$ cat config.mk
export PLATFORM = sky130hd
export DESIGN_NAME = key_stream_tx
export DESIGN_NICKNAME = d
export VERILOG_FILES = /design/src/rtl/key_stream_tx.sv
export SDC_FILE = /design/constraint.sdc
export NUM_CORES = 1
export LEC_CHECK = 0
export ABC_AREA = 1
export BUFFER_PORTS_ARGS = -buffer_cell sky130_fd_sc_hd__buf_2
export CAP_MARGIN = 5
export CORE_MARGIN = 2
export CORE_UTILIZATION = 55
export CTS_BUF_LIST = sky130_fd_sc_hd__clkbuf_16
export DETAILED_ROUTE_END_ITERATION = 12
export GPL_ROUTABILITY_DRIVEN = 1
export PLACE_DENSITY = 0.86
export SYNTH_ARGS = -nofsm -noshare
export SYNTH_HDL_FRONTEND = slang
export SYNTH_SLANG_ARGS = --single-unit
export TNS_END_PERCENT = 100
$ cat constraint.sdc
create_clock -name clk -period 3.9 [get_ports clk]
set_input_delay 0.78 -clock clk [delete_from_list [all_inputs] [get_ports clk]]
set_output_delay 0.78 -clock clk [all_outputs]
set_load 0.02 [all_outputs]
$ cat src/rtl/key_stream_tx.sv
// Serves a loaded key word one bit per request, with an optional lease limit.
// Each response appears 1 cycle after key_req; loads are accepted only in IDLE/EXPIRED.
module key_stream_tx #(
  parameter int KEY_W    = 16,
  parameter int MAX_USES = 0,
  parameter int CNT_W    = 16
) (
  input  logic                     clk,
  input  logic                     rst,
  input  logic [KEY_W-1:0]         key_data,
  input  logic                     key_valid,
  output logic                     key_ready,
  input  logic                     zeroize,
  input  logic                     key_req,
  output logic                     keyinput,
  output logic                     key_bit_vld,
  output logic                     key_err,
  output logic                     armed,
  output logic                     expired,
  output logic [$clog2(KEY_W)-1:0] bit_ptr,
  output logic [CNT_W-1:0]         use_cnt
);

  localparam int PTR_W = $clog2(KEY_W);

  localparam logic [1:0] IDLE    = 2'd0;
  localparam logic [1:0] ARMED   = 2'd1;
  localparam logic [1:0] EXPIRED = 2'd2;

  logic [1:0]       state;
  logic [KEY_W-1:0] key_reg;
  logic             load;
  logic             serve;
  logic [CNT_W:0]   cnt_inc;
  logic             last_use;

  assign load      = key_valid & key_ready;
  assign serve     = key_req & (state == ARMED);
  assign cnt_inc   = {1'b0, use_cnt} + (CNT_W+1)'(1);
  assign last_use  = (MAX_USES != 0) && (cnt_inc == (CNT_W+1)'(MAX_USES));

  assign key_ready = (state == IDLE) || (state == EXPIRED);
  assign armed     = (state == ARMED);
  assign expired   = (state == EXPIRED);

  always_ff @(posedge clk or posedge rst) begin
    if (rst) begin
      state       <= IDLE;
      key_reg     <= '0;
      bit_ptr     <= '0;
      use_cnt     <= '0;
      keyinput    <= 1'b0;
      key_bit_vld <= 1'b0;
      key_err     <= 1'b0;
    end else begin
      key_bit_vld <= 1'b0;
      key_err     <= 1'b0;

      // Responses are judged on the pre-edge state; zeroize turns any request into an error.
      if (key_req) begin
        key_bit_vld <= 1'b1;
        if (serve && !zeroize) begin
          keyinput <= key_reg[bit_ptr];
        end else begin
          keyinput <= 1'b0;
          key_err  <= 1'b1;
        end
      end

      if (zeroize) begin
        state   <= IDLE;
        key_reg <= '0;
        bit_ptr <= '0;
        use_cnt <= '0;
      end else if (load) begin
        state   <= ARMED;
        key_reg <= key_data;
        bit_ptr <= '0;
        use_cnt <= '0;
      end else if (serve) begin
        bit_ptr <= (bit_ptr == PTR_W'(KEY_W-1)) ? '0 : bit_ptr + PTR_W'(1);
        if (use_cnt != '1)
          use_cnt <= cnt_inc[CNT_W-1:0];
        if (last_use) begin
          state   <= EXPIRED;
          key_reg <= '0;
        end
      end
    end
  end

endmodule

==> results.rst <==
.. list-table::
   :header-rows: 1

   * - Metric
     - Value
   * - Core Rows
     - 23
   * - Final weighted congestion in routability-driven placement
     - 0.8184
   * - Top-area cell type share of the netlist area
     - 0.4396
   * - Synthesized instance count
     - 301
   * - I/O pin total
     - 47
   * - Main flop type after synthesis
     - dfrtp_1
   * - Final min period
     - 2.144 ns
   * - Number of flip-flops and latches in the synthesized netlist
     - 40
   * - H-tree depth
     - 2
   * - Final routed wire length divided by cell count
     - 13.42 µm
   * - Startpoint type of the worst setup path
     - input port
   * - ANT cells
     - 0
   * - Power density normalized to cell area
     - 385.1 nW/µm²
   * - Min-delay src
     - key_reg[4]
   * - Series of cell instances along the critical path
     - buf_2 > inv_2 > nand2_4 > inv_2 > nand2_4 > nor2_4 > nor2_4 > inv_4 > o21ai_0
   * - Number of port buffers
     - 45
   * - Floorplan die width
     - 68.35 µm
   * - Worst slew slack as a fraction of its limit
     - 0.5757
   * - Cell count after placement
     - 388
   * - Number of distinct library cells after synthesis
     - 30
   * - Clock Sink Count
     - 40
   * - Number of gates resized after cts
     - 0
   * - Post-route ant nets
     - 0
   * - Type of element capturing the critical path
     - flip-flop
   * - Maximum frequency from static timing analysis
     - 0.4664 GHz
   * - Max clock buf depth
     - 2
   * - Initial Utilization
     - 0.5693
   * - Sum of overflow across all layers after global routing
     - 0
   * - Dpl hpwl
     - 3773 µm
   * - Growth of design area from synthesis to finish
     - 17.75%
   * - Layout Skew
     - 0.005031 ns
   * - Critical Setup Path Class
     - in -> reg
   * - Biggest cell delay along the critical path
     - between 0.3 and 0.4 ns
   * - Number of nets in the synthesized netlist
     - around 320
   * - Leakage power
     - 1.361 nW
   * - Cell types occupying the most area after synthesis
     - dfrtp_1 44%, nand2_1 12%, nand3_1 9.2%
   * - Number of hold buffers added after CTS
     - 0
   * - CTS Root Buffer Type
     - clkbuf_16
   * - # fillers
     - 332
   * - Crit Path Max Fanout
     - 25
   * - Setup slack on the worst flop-to-flop path
     - 2.10 ns
   * - Max-cap check violation count
     - 0
   * - Count of buffering cells on the critical path with inverters included
     - 4
   * - Clock transition time at the flip-flop clock pins of the worst setup and hold paths
     - around 0.06 ns
   * - Final-report max-slew violation count
     - 0
   * - Initial antenna violation count
     - 0
   * - Critical Path AT
     - 2.30 ns
   * - Vias in the first global route
     - around 2000
   * - FF-to-FF Start
     - state[0]
   * - Required time worst endpoint
     - 4.06 ns
   * - Most frequent cell after synthesis
     - nand2_1
   * - Hold Path Class
     - reg -> reg
   * - Pin count of the biggest net entering global routing
     - 26
   * - Share of the yosys chip area belonging to registers
     - 0.4396
   * - Actual transition at the worst max-transition pin
     - 0.6358 ns
   * - Average footprint of a synthesized cell
     - 7.565 µm²
   * - Cell at the slowest stage of the critical path
     - inv_2
   * - Highest ir drop seen on vdd
     - 0.2258 mV
   * - Result of the run
     - finished clean
   * - First-pass GRT wire length
     - 8756 µm
   * - Warnings from Yosys
     - 0
   * - Non-Filler Instances
     - 396
   * - Post-synth ARST share
     - 1.000
   * - Number of iterations in the first detailed-routing pass
     - 4
   * - Cell types with the highest counts after synthesis
     - 73 x nand2_1, 42 x nand3_1, 40 x dfrtp_1
   * - Period utilisation layout
     - 0.5498
   * - Number of synthesized flops with an enable pin
     - 0
   * - Fraction of layout cells with a size suffix above 1
     - 0.2283
   * - Cell taking the most area after synthesis
     - dfrtp_1
   * - Post-place setup slack
     - 1.497 ns
   * - Number of hold-slack violations in the final timing report
     - 0
   * - Family of cells with the greatest summed delay on the critical path
     - buffers and inverters
   * - Area enclosed by the die boundary
     - 4671 µm²
   * - Crit. Startpoint
     - zeroize
   * - Standard cell core area
     - between 4000 and 5000 µm²
   * - Setup tns final
     - 0 ns
   * - Mapped cell area
     - 2277 µm²
   * - Die Y-Extent
     - 68.35 µm
   * - Final-stage net count
     - 368
   * - Fin worst setup slack
     - 1.756 ns
   * - Insertion delay to the later sink of the worst-skew pair
     - 0.28 ns
   * - Combined flip-flop and latch cell area
     - 1001 µm²
   * - Clock tree from TritonCTS
     - built
   * - Average via count per standard cell
     - between 5 and 6
   * - Total setup violations reported at the end of the flow
     - 0
   * - Num CTS Buffers
     - 5
   * - Number of DRC markers after the initial detailed-route iteration
     - approximately 150
   * - Number of buffers inserted to repair setup after CTS
     - 0
   * - DRC errors left
     - 0
   * - GRT Resource Usage Total
     - 0.2511
   * - Vias after detailed routing
     - 2126
   * - Unrepaired setup endpoints after global routing
     - false
   * - Final wirelength
     - 5313 µm
   * - Area occupied by multi-input gates
     - 1069 µm²
worst min-delay path: cells and delay by family, from the launching register on:
family,cells,cell delay [ns]
simple gates,2,0.11
flops,1,0.36
stage by stage:
step	area [µm²]	power (mW)	utilization	hold WS (ns)
6_report	2681	1.033	0.6703	0.4961
5_1_grt	2681	1.073	0.6703	0.5288
4_1_cts	2681	1.035	0.6703	0.4974
3_5_place_dp	2514	0.5721	0.6284	0.4668
3_3_place_gp	2514	0.5689	0.6284	0.4616
2_1_floorplan	2277	0.5375	-	0.4366
routing by layer:
layer,vias to the layer above,GRT usage,part of all wire
li1,1053,-,-
met1,1007,0.2984,0.44
met2,60,0.4515,0.50
met3,6,0.05099,0.049
met4,0,0.08000,0.011
met5,-,0,0
layout by cell type, fill, tap and decap left out, types with 3 or more instances in the layout:
| cell | count |
|---|---|
| buf_2 | 45 |
| o21ai_0 | 19 |
| o21bai_1 | 3 |
| xor2_1 | 7 |
| a21oi_1 | 8 |
| nand3_1 | 42 |
| nor2_2 | 3 |
| dfrtp_1 | 40 |
| nand2_2 | 9 |
| nor2_4 | 4 |
| nor2_1 | 27 |
| clkbuf_16 | 5 |
| inv_2 | 3 |
| nand4_1 | 3 |
| nor3_1 | 4 |
| inv_1 | 33 |
| nand2_1 | 73 |
worst paths after layout:
path                                to  depth (start not counted)
setup reg to reg            use_cnt[6]                         10
hold / removal              key_reg[4]                          2
max in group asynchronous  use_cnt[13]                          3
setup / recovery            use_cnt[5]                          9
hold reg to reg             key_reg[4]                          2
min in group asynchronous   use_cnt[3]                          2
power by group:
part | internal, mW | switching, mW
Sequential | 0.431 | 0.0149
Combinational | 0.0372 | 0.0817
Clock | 0.300 | 0.167
Total | 0.769 | 0.264
cells by family after synthesis:
kind of cell,Yosys count,share of synthesized area
other cells,1,0.001647
fa+ha+maj,2,0.01099
xor+xnor,7,0.02692
simple gates,169,0.3445
flops,40,0.4396
buf+inv,47,0.09121
compound gates,35,0.08516
cell type report:
cell class,count,area share
clock buffer,5,0.04666
clock inverter,3,0.01587
inverter,37,0.05273
multi-input combinational,214,0.3985
sequential,40,0.3733
tap,50,0.02333
timing repair buffer,47,0.08959
(Power assumes the default switching activity.)
